`config.mk`:
```
export PLATFORM = sky130hd
export DESIGN_NAME = multicycle_control
export DESIGN_NICKNAME = d
export VERILOG_FILES = /design/src/rtl/rv_ctrl_pkg.sv /design/src/rtl/alu_decoder.sv /design/src/rtl/multicycle_control.sv
export SDC_FILE = /design/constraint.sdc
export NUM_CORES = 1
export LEC_CHECK = 0
export ABC_AREA = 1
export ABC_CLOCK_PERIOD_IN_PS = 2100
export CAP_MARGIN = 20
export CORE_ASPECT_RATIO = 2
export CORE_MARGIN = 2
export CORE_UTILIZATION = 42
export DETAILED_ROUTE_END_ITERATION = 16
export PLACE_DENSITY = 0.82
export RECOVER_POWER = 50
export SYNTH_ARGS = -nofsm -noshare
export SYNTH_HDL_FRONTEND = slang
export SYNTH_SLANG_ARGS = --single-unit
```
`constraint.sdc`:
```
create_clock -name clk -period 2.1 [get_ports clk]
set_clock_uncertainty 0.1 [all_clocks]
set_input_delay 0.42 -clock clk [delete_from_list [all_inputs] [get_ports clk]]
set_output_delay 0.42 -clock clk [all_outputs]
set_load 0.01 [all_outputs]
```
`src/rtl/rv_ctrl_pkg.sv`:
```
// Shared definitions for the multicycle RISC-V control unit: state encoding,
// opcode/funct constants, ALU codes and the per-state control word decode.
package rv_ctrl_pkg;

    typedef enum logic [3:0] {
        S_RESET    = 4'd0,
        S_FETCH    = 4'd1,
        S_DECODE   = 4'd2,
        S_EXEC_R   = 4'd3,
        S_EXEC_I   = 4'd4,
        S_MEM_ADDR = 4'd5,
        S_MEM_RD   = 4'd6,
        S_MEM_WR   = 4'd7,
        S_WB_ALU   = 4'd8,
        S_WB_MEM   = 4'd9,
        S_BRANCH   = 4'd10,
        S_TRAP     = 4'd15
    } state_t;

    localparam logic [6:0] OP_RTYPE  = 7'b0110011;
    localparam logic [6:0] OP_ITYPE  = 7'b0010011;
    localparam logic [6:0] OP_LOAD   = 7'b0000011;
    localparam logic [6:0] OP_STORE  = 7'b0100011;
    localparam logic [6:0] OP_BRANCH = 7'b1100011;

    localparam logic [2:0] F3_ADD_SUB = 3'b000;
    localparam logic [2:0] F3_OR      = 3'b110;
    localparam logic [2:0] F3_AND     = 3'b111;
    localparam logic [6:0] F7_BASE    = 7'b0000000;
    localparam logic [6:0] F7_ALT     = 7'b0100000;

    localparam logic [1:0] ALUOP_ADD   = 2'b00;
    localparam logic [1:0] ALUOP_SUB   = 2'b01;
    localparam logic [1:0] ALUOP_FUNCT = 2'b10;

    localparam logic [3:0] ALUCTR_AND = 4'b0000;
    localparam logic [3:0] ALUCTR_OR  = 4'b0001;
    localparam logic [3:0] ALUCTR_ADD = 4'b0010;
    localparam logic [3:0] ALUCTR_SUB = 4'b0110;
    localparam logic [3:0] ALUCTR_OFF = 4'b0000;

    localparam logic [1:0] SRCB_RS2  = 2'b00;
    localparam logic [1:0] SRCB_FOUR = 2'b01;
    localparam logic [1:0] SRCB_IMM  = 2'b10;
    localparam logic [1:0] SRCB_BIMM = 2'b11;

    // fetch/memwr mark the states whose strobes are qualified by mem_ready
    typedef struct packed {
        logic       fetch;
        logic       memwr;
        logic       retire;
        logic       pcwritecond;
        logic       iord;
        logic       memread;
        logic       memwrite;
        logic       memtoreg;
        logic       regwrite;
        logic       alusrc_a;
        logic [1:0] alusrc_b;
        logic [1:0] aluop;
        logic       alu_en;
        logic       trap;
    } ctrl_t;

    function automatic logic rtype_legal(input logic [6:0] f7, input logic [2:0] f3);
        return ((f7 == F7_BASE) && ((f3 == F3_ADD_SUB) || (f3 == F3_OR) || (f3 == F3_AND)))
            || ((f7 == F7_ALT) && (f3 == F3_ADD_SUB));
    endfunction

    function automatic ctrl_t ctrl_decode(input state_t s);
        ctrl_t c;
        c = '0;
        c.alu_en = 1'b1;
        case (s)
            S_FETCH:    begin c.fetch = 1'b1; c.memread = 1'b1; c.alusrc_b = SRCB_FOUR; end
            S_DECODE:   c.alusrc_b = SRCB_BIMM;
            S_EXEC_R:   begin c.alusrc_a = 1'b1; c.alusrc_b = SRCB_RS2; c.aluop = ALUOP_FUNCT; end
            S_EXEC_I:   begin c.alusrc_a = 1'b1; c.alusrc_b = SRCB_IMM; end
            S_MEM_ADDR: begin c.alusrc_a = 1'b1; c.alusrc_b = SRCB_IMM; end
            S_MEM_RD:   begin c.memread = 1'b1; c.iord = 1'b1; end
            S_MEM_WR:   begin c.memwrite = 1'b1; c.iord = 1'b1; c.memwr = 1'b1; end
            S_WB_ALU:   begin c.regwrite = 1'b1; c.retire = 1'b1; end
            S_WB_MEM:   begin c.regwrite = 1'b1; c.memtoreg = 1'b1; c.retire = 1'b1; end
            S_BRANCH:   begin
                c.alusrc_a = 1'b1; c.alusrc_b = SRCB_RS2; c.aluop = ALUOP_SUB;
                c.pcwritecond = 1'b1; c.retire = 1'b1;
            end
            S_TRAP:     begin c = '0; c.trap = 1'b1; end
            default:    c = '0;
        endcase
        return c;
    endfunction

endpackage

```
`src/rtl/alu_decoder.sv`:
```
// Combinational ALU control decode: maps ALU class plus funct fields to ALUctr.
module alu_decoder
    import rv_ctrl_pkg::*;
(
    input  logic       i_enable,
    input  logic [1:0] i_aluop,
    input  logic [2:0] i_funct3,
    input  logic       i_funct7_b5,
    output logic [3:0] o_aluctr
);

    // ALU operation select; forced to zero when the control unit is idle or trapped
    always_comb begin
        o_aluctr = ALUCTR_OFF;
        if (!i_enable) begin
            o_aluctr = ALUCTR_OFF;
        end else begin
            case (i_aluop)
                ALUOP_ADD:   o_aluctr = ALUCTR_ADD;
                ALUOP_SUB:   o_aluctr = ALUCTR_SUB;
                ALUOP_FUNCT: begin
                    case (i_funct3)
                        F3_ADD_SUB: o_aluctr = i_funct7_b5 ? ALUCTR_SUB : ALUCTR_ADD;
                        F3_AND:     o_aluctr = ALUCTR_AND;
                        F3_OR:      o_aluctr = ALUCTR_OR;
                        default:    o_aluctr = ALUCTR_ADD;
                    endcase
                end
                default:     o_aluctr = ALUCTR_ADD;
            endcase
        end
    end

endmodule

```
`src/rtl/multicycle_control.sv`:
```
// Multicycle RISC-V control FSM with memory wait timeout and sticky trap.
module multicycle_control
    import rv_ctrl_pkg::*;
#(
    parameter int WAIT_MAX = 15
) (
    input  logic        clk,
    input  logic        reset,
    input  logic [31:0] instruction,
    input  logic        mem_ready,
    output logic [3:0]  state,
    output logic        pcwrite,
    output logic        pcwritecond,
    output logic        irwrite,
    output logic        iord,
    output logic        memread,
    output logic        memwrite,
    output logic        memtoreg,
    output logic        regwrite,
    output logic        alusrc_a,
    output logic [1:0]  alusrc_b,
    output logic [1:0]  ALUop,
    output logic [3:0]  ALUctr,
    output logic        retire,
    output logic        trap
);

    localparam int CW = (WAIT_MAX < 1) ? 1 : $clog2(WAIT_MAX + 1);

    state_t          r_state;
    state_t          w_next;
    ctrl_t           r_ctrl;
    logic [CW-1:0]   r_wait;
    logic            w_wait_max;
    logic            w_waiting;
    logic [6:0]      w_opcode;
    logic [2:0]      w_funct3;
    logic [6:0]      w_funct7;
    logic            w_unused_bits;

    assign w_opcode      = instruction[6:0];
    assign w_funct3      = instruction[14:12];
    assign w_funct7      = instruction[31:25];
    assign w_unused_bits = ^{instruction[24:15], instruction[11:7]};
    assign w_wait_max    = (r_wait == CW'(WAIT_MAX));
    assign w_waiting     = (r_state == S_FETCH) || (r_state == S_MEM_RD) || (r_state == S_MEM_WR);

    // Next-state selection
    always_comb begin
        w_next = r_state;
        case (r_state)
            S_RESET:  w_next = S_FETCH;
            S_FETCH:  w_next = mem_ready ? S_DECODE : (w_wait_max ? S_TRAP : S_FETCH);
            S_DECODE: begin
                case (w_opcode)
                    OP_RTYPE:  w_next = rtype_legal(w_funct7, w_funct3) ? S_EXEC_R : S_TRAP;
                    OP_ITYPE:  w_next = (w_funct3 == F3_ADD_SUB) ? S_EXEC_I : S_TRAP;
                    OP_LOAD:   w_next = S_MEM_ADDR;
                    OP_STORE:  w_next = S_MEM_ADDR;
                    OP_BRANCH: w_next = S_BRANCH;
                    default:   w_next = S_TRAP;
                endcase
            end
            S_EXEC_R:   w_next = S_WB_ALU;
            S_EXEC_I:   w_next = S_WB_ALU;
            S_MEM_ADDR: w_next = (w_opcode == OP_STORE) ? S_MEM_WR : S_MEM_RD;
            S_MEM_RD:   w_next = mem_ready ? S_WB_MEM : (w_wait_max ? S_TRAP : S_MEM_RD);
            S_MEM_WR:   w_next = mem_ready ? S_FETCH  : (w_wait_max ? S_TRAP : S_MEM_WR);
            S_WB_ALU:   w_next = S_FETCH;
            S_WB_MEM:   w_next = S_FETCH;
            S_BRANCH:   w_next = S_FETCH;
            S_TRAP:     w_next = S_TRAP;
            default:    w_next = S_TRAP;
        endcase
    end

    // State, control word (decoded one cycle early) and wait counter
    always_ff @(posedge clk) begin
        if (reset) begin
            r_state <= S_RESET;
            r_ctrl  <= '0;
            r_wait  <= '0;
        end else begin
            r_state <= w_next;
            r_ctrl  <= ctrl_decode(w_next);
            if (w_next != r_state) begin
                r_wait <= '0;
            end else if (w_waiting && !mem_ready) begin
                r_wait <= r_wait + CW'(1);
            end else begin
                r_wait <= r_wait;
            end
        end
    end

    alu_decoder u_alu_decoder (
        .i_enable    (r_ctrl.alu_en),
        .i_aluop     (r_ctrl.aluop),
        .i_funct3    (w_funct3),
        .i_funct7_b5 (instruction[30]),
        .o_aluctr    (ALUctr)
    );

    // Handshake strobes complete in the same cycle mem_ready arrives
    assign state       = r_state;
    assign pcwrite     = r_ctrl.fetch & mem_ready;
    assign irwrite     = r_ctrl.fetch & mem_ready;
    assign retire      = r_ctrl.retire | (r_ctrl.memwr & mem_ready);
    assign pcwritecond = r_ctrl.pcwritecond;
    assign iord        = r_ctrl.iord;
    assign memread     = r_ctrl.memread;
    assign memwrite    = r_ctrl.memwrite;
    assign memtoreg    = r_ctrl.memtoreg;
    assign regwrite    = r_ctrl.regwrite;
    assign alusrc_a    = r_ctrl.alusrc_a;
    assign alusrc_b    = r_ctrl.alusrc_b;
    assign ALUop       = r_ctrl.aluop;
    assign trap        = r_ctrl.trap;

endmodule

```
* Word-level counts from Yosys, hierarchy flattened *
Index checks and enable logic that the tools add are counted.

cells by class
  multiplexer cells = 27
  equality and inequality tests = 33
  bitwise gates (word level) = 3
  add/subtract/negate cells = 1
  reduce and logical (&&, ||, !) cells = 23

operators by type and width
  cell                                                 number
  2-to-1 mux 4 bit                                     9
  equality test 4 x 3 -> 1 bit, second input constant  8
  equality test 4 bit, second input constant           8
  case mux 4 bit (7 select lines)                      1
  equality test 7 x 6 -> 1 bit, second input constant  3
  equality test 4 x 2 -> 1 bit, second input constant  4
  case mux 4 bit (4 select lines)                      1
  OR reduction 2 bit                                   7
  case mux 4 bit (3 select lines)                      1
  2-to-1 mux 1 bit                                     10
  OR reduction 10 bit                                  1
  equality test 4 x 1 -> 1 bit, second input constant  2
  case mux 2 bit (2 select lines)                      2
  case mux 4 bit (2 select lines)                      1
  OR reduction 4 bit                                   2
  equality test 7 x 2 -> 1 bit, second input constant  1
  equality test 7 x 5 -> 1 bit, second input constant  1
  equality test 7 bit, second input constant           1
  logical NOT 7 bit                                    1
  equality test 3 bit, second input constant           2
  case mux 2 bit (3 select lines)                      1
  logical OR 1 bit                                     5
  adder 4 x 1 -> 4 bit, second input constant          1
  logical NOT 4 bit                                    1
  10 further kinds                                     13

word-level totals
  flip-flop bits (word level) = 23
  word-level logic and storage cells = 102
  input bits = 35
  output and inout port bits = 23

* Logic depth before layout (Yosys ltp) *
Gate-level depths: netlist of run 1.

  depth in word-level cells = 11
  gate-level depth with buffers = 13
  gate-level depth less buffers = 13

* By module *
A second synthesis of run 1 with hierarchy kept.

unflattened totals
  cells, all modules = 214
  area total of the unflattened synthesis = 1397.6 µm²

by module, submodules not included
  module              cells an instance  area each (µm²)  sequential area each (µm²)  instances
  multicycle_control  191                1266.2           440.4                       1
  alu_decoder         23                 131.4            0.0                         1

* Least setup slack after synthesis of run 1 *
No wires, ideal clock.

  path kind = flip-flop to output port
  start point = register r_ctrl (netlist bit ALUop[0])
  end point = output port ALUctr[0]
  path slack = 450 ps
  arrival time = 1130 ps
  stages on the path, launching flop included = 6
  path buffers = 0
  data required time = 1580 ps
  cells stage by stage = dfxtp_1 inv_1 ha_1 inv_1 nand3_1 nor3_1

on the way
  word-level cells in the longest chain between the ends = 3

RTL lines
  what                                                                 line                      text
  start, declared                                                      multicycle_control.sv:32  ctrl_t r_ctrl;
  start signal, assigned                                               multicycle_control.sv:85  r_ctrl <= ctrl_decode(w_next);
  equality test 2 bit or equality test 2 x 1 -> 1 bit (tied branches)  alu_decoder.sv:18         case (i_aluop)
  case mux 4 bit (2 select lines) *                                    alu_decoder.sv:18
  2-to-1 mux 4 bit *                                                   alu_decoder.sv:15         if (!i_enable) begin
  end, declared                                                        multicycle_control.sv:23  output logic [3:0] ALUctr,

Every way passes the cells marked *; elsewhere a longest branch is shown, timed or not.

* Final worst setup path of run 1 *
  start point = input port instruction[30]
  end point = output port ALUctr[2]

on the way
  word-level cells in the longest chain between the ends = 4

RTL lines
  what                             line                     text
  start, declared                  multicycle_control.sv:9  input logic [31:0] instruction,
  2-to-1 mux 3 bit                 alu_decoder.sv:23        F3_ADD_SUB: o_aluctr = i_funct7_b5 ? ALUCTR_SUB : ALUCTR_ADD;
  case mux 4 bit (3 select lines)  alu_decoder.sv:22        case (i_funct3)
  case mux 4 bit (2 select lines)  alu_decoder.sv:18
  2-to-1 mux 4 bit                 alu_decoder.sv:15

No other way between the ends.

==> impl_metrics.py, run 1 <==
metrics = {
    "run_status": {
        "outcome": "finished, final reports clean",
    },
    "synthesis": {
        "synthXorXnorAreaFrac_pct": 1.94,
        "synth_nets": 249,
        "synth-simple-area-share_pct": 43.0,
        "synth.yosys.seq_area_share_pct": 32.6,
        "syn_avg_cell_area_um2": 6.41,
        "synth_fa_ha_area_share_pct": 2.78,
        "synth_top_area_share_pct": 32.6,
        "synth_compound_area_share_pct": 5.00,
        "syn_area_um2": 1350,
        "synth_top_family_by_area": "simple AND/OR/NAND/NOR gates",
        "synthMuxAreaShare_pct": 0.833,
        "synth_top_cell_by_area": "dfxtp_1",
        "synth_cell_types": 28,
        "syn_inst": 211,
        "synthTopCellsByArea": "dfxtp_1, nand2_1, nor2_1, inv_1, nand3_1",
        "ys_ff_latch": 22,
        "ys_warn_count": 0,
    },
    "pwr": {
        "p_seq_share_pct": 30.6,
        "power.internal_mw": 1.09,
        "p_leak_nw": 1.00,
        "p_sw_mw": 0.802,
        "p_per_area_nw_per_um2": 966,
        "swShare_pct": 42.5,
        "pwr-share-comb_pct": 56.2,
        "finalPower_mw": 1.89,
        "power_frac_clock_pct": 13.2,
        "vdd_drop_max_mv": 0.762,
    },
    "critical_path": {
        "cp-end-kind": "primary output",
        "arrival_ns": 1.44,
        "critPathLaunch": "instruction[30]",
        "path_max_fanout": 2,
        "crit_required_ns": 1.58,
        "r2r-start": "r_wait[0]$_SDFFE_PP0P_",
        "crit_type": "primary input to primary output",
        "rrSetupSlack_ns": 0.21,
        "critical_path.startpoint_type": "primary input",
    },
    "min_path": {
        "worstHoldPathType": "flip-flop to flip-flop",
        "min_from": "r_wait[0]$_SDFFE_PP0P_",
    },
    "drt": {
        "viasPerCell": 4.98,
        "remaining_drc_errors": 0,
        "dr_total_vias": 1450,
        "drt-initial-drc-count": 26,
        "routedWlPerCell_um": 11.9,
        "routed_wl_mm": 3.46,
        "firstDrtPassIters": 4,
        "ant_nets": 0,
    },
    "clocking": {
        "clk_pin_slew_ns": 0.07,
        "cts_tree": "done",
        "root_buffer": "clkbuf_8",
        "cts_setup_buffers": 0,
        "cts_buffer_depth": 2,
        "cts-buffers-inserted": 3,
        "htree_num_levels": 1,
        "clock_latency_ns": 0.25,
        "tritoncts_num_sinks": 22,
    },
    "cells_and_area": {
        "layout.nets": 300,
        "drive_gt1_share_pct": 23.8,
        "n_antenna_cell": 0,
        "area_delta_synth_final_pct": 44.6,
    },
    "die": {
        "die_h_um": 84.3,
        "num_rows": 29,
        "fp.dieArea_um2": 3720,
        "core_um2": 3120,
        "die_w_um": 44.1,
        "start_util_pct": 43.3,
        "pin_count": 58,
    },
    "flow_run": {
        "cap_viol_max_count": 0,
    },
    "timing": {
        "setup_tns_ns": 0,
        "hold_viol": 0,
        "fin_hold_ws_ns": 0.484,
        "fmax_mhz": 511,
        "setup_violations": 0,
        "period_needed_ns": 1.96,
        "fin_ws_ns": 0.143,
        "fin_crit_sh_pct": 93.2,
        "finalMaxSlewViolations": 0,
    },
    "place": {
        "gp_congestion": 0.914,
        "io_buffers": 41,
        "post-dp-hpwl_mm": 2.75,
        "place_ws_ns": -0.210,
    },
    "global_route": {
        "antenna_found_initial": 0,
        "track_usage_pct": 19.6,
        "grt_pass1_wl_mm": 5.61,
        "grt_pass1_vias": 1462,
        "grt_overflow": 0,
        "grt_max_degree": 12,
    },
}
## path summary, 6_finish.rpt
| kind | endpoint | cells past startpoint |
|---|---|---|
| worst min-delay path | r_wait[0]$_SDFFE_PP0P_ | 3 |
| worst max register to register | r_wait[2]$_SDFFE_PP0P_ | 12 |
| worst max-delay path | ALUctr[2] | 5 |
| worst min register to register | r_wait[0]$_SDFFE_PP0P_ | 3 |
## layer usage
metal / GRT usage, % / share of wire (%) / up-vias / wire length, um
li1: - / - / 738 / -
met1: 18.5 / 34 / 650 / 1170
met2: 36.4 / 58 / 47 / 2000
met3: 1.72 / 4.3 / 15 / 149
met4: 14.0 / 4.4 / 0 / 154
met5: 0 / 0 / - / 0
## metrics by stage
stage               utilization (%)  instances  instance area, um2
floorplan                         -        211                1350
global placement               59.1        288                1840
detailed placement             59.1        288                1840
CTS                            60.2        291                1880
global route                   62.7        291                1960
finish                         62.7        291                1960
## placed cells by master (no fill, tap or decap), drive strengths merged
master,synthesis,final
nand2,54,54
nor2,44,44
inv,36,36
dfxtp,22,22
clkdlybuf4s50,0,18
nand3,18,18
dlygate4sd3,0,15
buf,6,12
a21oi,7,7
nand4,4,4
dlymetal6s2s,0,4
nor3,4,4
clkbuf,1,4
ha,3,3
dlygate4sd2,0,3
o21ai,3,3
xnor2,2,2
a21o,1,1
o211a,1,1
or2,1,1
nand3b,1,1
mux2,1,1
xor2,1,1
conb,1,1
## cells by family (layout without fill, tap and decap cells)
group / Yosys count / after routing
compound gates: 12 / 12
mux: 1 / 1
buf+inv: 43 / 92
fa+ha+maj: 3 / 3
simple gates: 126 / 126
other cells: 1 / 1
xor+xnor: 3 / 3
flops: 22 / 22
## synthesized netlist by cell type, drive strengths merged
library cell and instances:
or2 1, clkbuf 1, xnor2 2, xor2 1
mux2 1, conb 1, dfxtp 22, nor3 4
o21ai 3, nand3 18, ha 3, inv 36
o211a 1, nor2 44, buf 6, a21oi 7
nand2 54, a21o 1, nand4 4, nand3b 1
## critical path, cell delays in order
cell and delay [ns]:
clkdlybuf4s50_1 0.47, nand2_1 0.05, nor2_1 0.10, o211a_1 0.13, dlygate4sd2_1 0.26
## registers in the layout, summed over array words and instances, names as in the netlist, 2 cells and up
| register | flops |
|---|---|
| ALUop | 2 |
| state | 4 |
| r_wait | 4 |
| r_ctrl | 3 |
| alusrc_b | 2 |
## power by group through the flow
stage | combinational [mW] | clock (mW) | sequential [mW]
floorplan | 0.597 | 0 | 0.600
global placement | 0.974 | 0 | 0.585
detailed placement | 0.993 | 0 | 0.588
CTS | 0.999 | 0.258 | 0.578
global route | 1.18 | 0.275 | 0.589
finish | 1.06 | 0.249 | 0.578
## area by class of cell
| type | count | area (um2) |
|---|---|---|
| inverter | 36 | 135 |
| timing repair buffer | 53 | 502 |
| tap | 31 | 38.8 |
| sequential | 22 | 440 |
| clock buffer | 3 | 41.3 |
| multi-input combinational | 146 | 798 |
| fill | 276 | 1160 |
## what timing repair did
item / CTS / global route
hold endpoints to repair: 0 / 0
setup endpoints to repair: 6 / 18
hold buffers: 0 / 0
gates resized for setup: 4 / 28
pin swaps: 0 / 12
(Power assumes the default switching activity.)
==> run 2, diff against run 1 <==
--- a/config.mk
+++ b/config.mk
@@ -11,6 +11,7 @@
 export CORE_ASPECT_RATIO = 2
 export CORE_MARGIN = 2
 export CORE_UTILIZATION = 42
+export CTS_BUF_LIST = sky130_fd_sc_hd__clkbuf_16
 export DETAILED_ROUTE_END_ITERATION = 16
 export PLACE_DENSITY = 0.82
 export RECOVER_POWER = 50
==> run 2 against run 1 <==
  * Clock power grew 57%
  * Non-clock buffer count unchanged
  * Fmax down 1.5%
  * Via count increased by 1.5%
  * Utilization increased by 0.76 points
  * Global-route usage up 0.66 points
  * Power increased by 6.8%
  * Design area is 1.2% higher
  * First-iteration DRC count increased by 23%
  * Register-to-register slack about the same
  * Clock-buffer cell count stayed put
  * Die area unchanged
  * Critical endpoint is now r_wait[2]$_SDFFE_PP0P_
  * Largest power group unchanged
==> impl_metrics.py, run 2 (synthesized netlist as in run 1, its figures left out) <==
metrics = {
    "run_status": {
        "outcome": "finished, final reports clean",
    },
    "drt": {
        "routed_wl_mm": 3.51,
        "drt-initial-drc-count": 32,
        "viasPerCell": 5.06,
        "remaining_drc_errors": 0,
        "routedWlPerCell_um": 12.0,
        "dr_total_vias": 1472,
        "firstDrtPassIters": 4,
        "ant_nets": 0,
    },
    "global_route": {
        "grt_pass1_wl_mm": 5.71,
        "grt_max_degree": 12,
        "grt_pass1_vias": 1464,
        "track_usage_pct": 20.3,
        "grt_overflow": 0,
        "antenna_found_initial": 0,
    },
    "timing": {
        "fin_hold_ws_ns": 0.452,
        "fin_ws_ns": 0.114,
        "fin_crit_sh_pct": 94.6,
        "fmax_mhz": 503,
        "period_needed_ns": 1.99,
        "setup_violations": 0,
        "finalMaxSlewViolations": 0,
        "hold_viol": 0,
    },
    "pwr": {
        "finalPower_mw": 2.02,
        "p_leak_nw": 1.01,
        "vdd_drop_max_mv": 0.812,
        "p_per_area_nw_per_um2": 1020,
    },
    "clocking": {
        "tritoncts_num_sinks": 22,
        "hold_buffers": 0,
        "cts_buffer_depth": 2,
        "root_buffer": "clkbuf_16",
        "clock_latency_ns": 0.25,
        "cts-buffers-inserted": 3,
        "clk_pin_slew_ns": 0.05,
        "cts_tree": "done",
        "htree_num_levels": 1,
    },
    "critical_path": {
        "r2r-start": "r_wait[0]$_SDFFE_PP0P_",
        "path_max_fanout": 4,
        "reg2reg_to": "r_wait[2]$_SDFFE_PP0P_",
        "rrSetupSlack_ns": 0.20,
        "max_stage_delay_ns": 0.39,
        "critical_path.startpoint_type": "primary input",
        "crit_required_ns": 2.19,
        "crit_top_cell": "nand2_1",
        "crit_end": "r_wait[2]$_SDFFE_PP0P_",
        "arrival_ns": 2.08,
        "path_cells": "clkdlybuf4s50_1 > or2_2 > nor2_1 > nand2_1 > nand2_1 > nand2_1 > nand2_2 > nand4_1 > nor2_1 > nand3_2 > nor2_2",
        "cp_slowest_cell": "clkdlybuf4s50_1",
        "crit_type": "primary input to flip-flop",
        "critPathLaunch": "instruction[26]",
        "reg2reg_depth": 12,
        "cp-end-kind": "flip-flop",
    },
    "place": {
        "place_ws_ns": -0.210,
        "post-dp-hpwl_mm": 2.75,
        "io_buffers": 41,
        "gp_congestion": 0.914,
    },
    "cells_and_area": {
        "final_common_cell": "nand2_1",
        "n_antenna_cell": 0,
        "area_delta_synth_final_pct": 46.3,
        "fillerInstances": 274,
        "drive_gt1_share_pct": 23.5,
        "fin_util_pct": 63.4,
        "layout.nets": 300,
        "final_cell_mix": "nand2_1, nor2_1, inv_1",
    },
    "die": {
        "fp.dieArea_um2": 3720,
        "die_h_um": 84.3,
        "pin_count": 58,
        "core_um2": 3120,
        "num_rows": 29,
        "start_util_pct": 43.3,
        "die_w_um": 44.1,
    },
    "min_path": {
        "worstHoldPathType": "flip-flop to flip-flop",
    },
    "flow_run": {
        "cap_viol_max_count": 0,
    },
}
==> run 2: what timing repair did <==
| action | in CTS | in global routing |
|---|---|---|
| endpoints found under the setup margin | 6 | 19 |
| buffers inserted | 0 | 0 |
| gates resized for setup | 4 | 27 |
| pin swaps | 0 | 12 |
==> run 2: worst min path at each step <==
stage / from / endpoint / cells after the start
2_1_floorplan: r_wait[3]$_SDFFE_PP0P_ / r_wait[3]$_SDFFE_PP0P_ / 3
3_3_place_gp: r_wait[3]$_SDFFE_PP0P_ / r_wait[3]$_SDFFE_PP0P_ / 3
3_5_place_dp: r_wait[3]$_SDFFE_PP0P_ / r_wait[3]$_SDFFE_PP0P_ / 3
4_1_cts: r_wait[3]$_SDFFE_PP0P_ / r_wait[3]$_SDFFE_PP0P_ / 3
5_1_grt: r_wait[3]$_SDFFE_PP0P_ / r_wait[3]$_SDFFE_PP0P_ / 3
6_report: r_wait[3]$_SDFFE_PP0P_ / r_wait[3]$_SDFFE_PP0P_ / 3
==> run 2: through the flow <==
step           std cells  area (um2)  TNS (ns)
2_1_floorplan        211        1350         0
4_1_cts              291        1910         0
3_3_place_gp         288        1840     -2.42
3_5_place_dp         288        1840     -2.79
6_report             291        1980         0
5_1_grt              291        1980    -0.110
==> run 2: per-layer routing <==
metal  vias up  GRT usage, %  wire length, um
li1        741             -                -
met5         -             0                0
met4         0          14.9              147
met2        50          37.3             2000
met1       668          18.9             1190
met3        13          2.37              170
==> run 2: cell type report <==
type | count | area (um2) | share of cell area [%]
multi-input combinational | 146 | 786 | 39.7
timing repair buffer | 53 | 504 | 25.5
sequential | 22 | 440 | 22.3
inverter | 36 | 135 | 6.83
clock buffer | 3 | 75.1 | 3.79
tap | 31 | 38.8 | 1.96
==> run 2: report_power, final <==
group          internal [mW]  switching [mW]
registers              0.513          0.0654
logic                  0.446           0.603
clock network          0.251           0.139
==> run 2: worst max-delay path: cells and delay by family <==
kind                   cells  cell delay (ns)
AND/OR/NAND/NOR           10             1.28
buffers and inverters      1             0.39
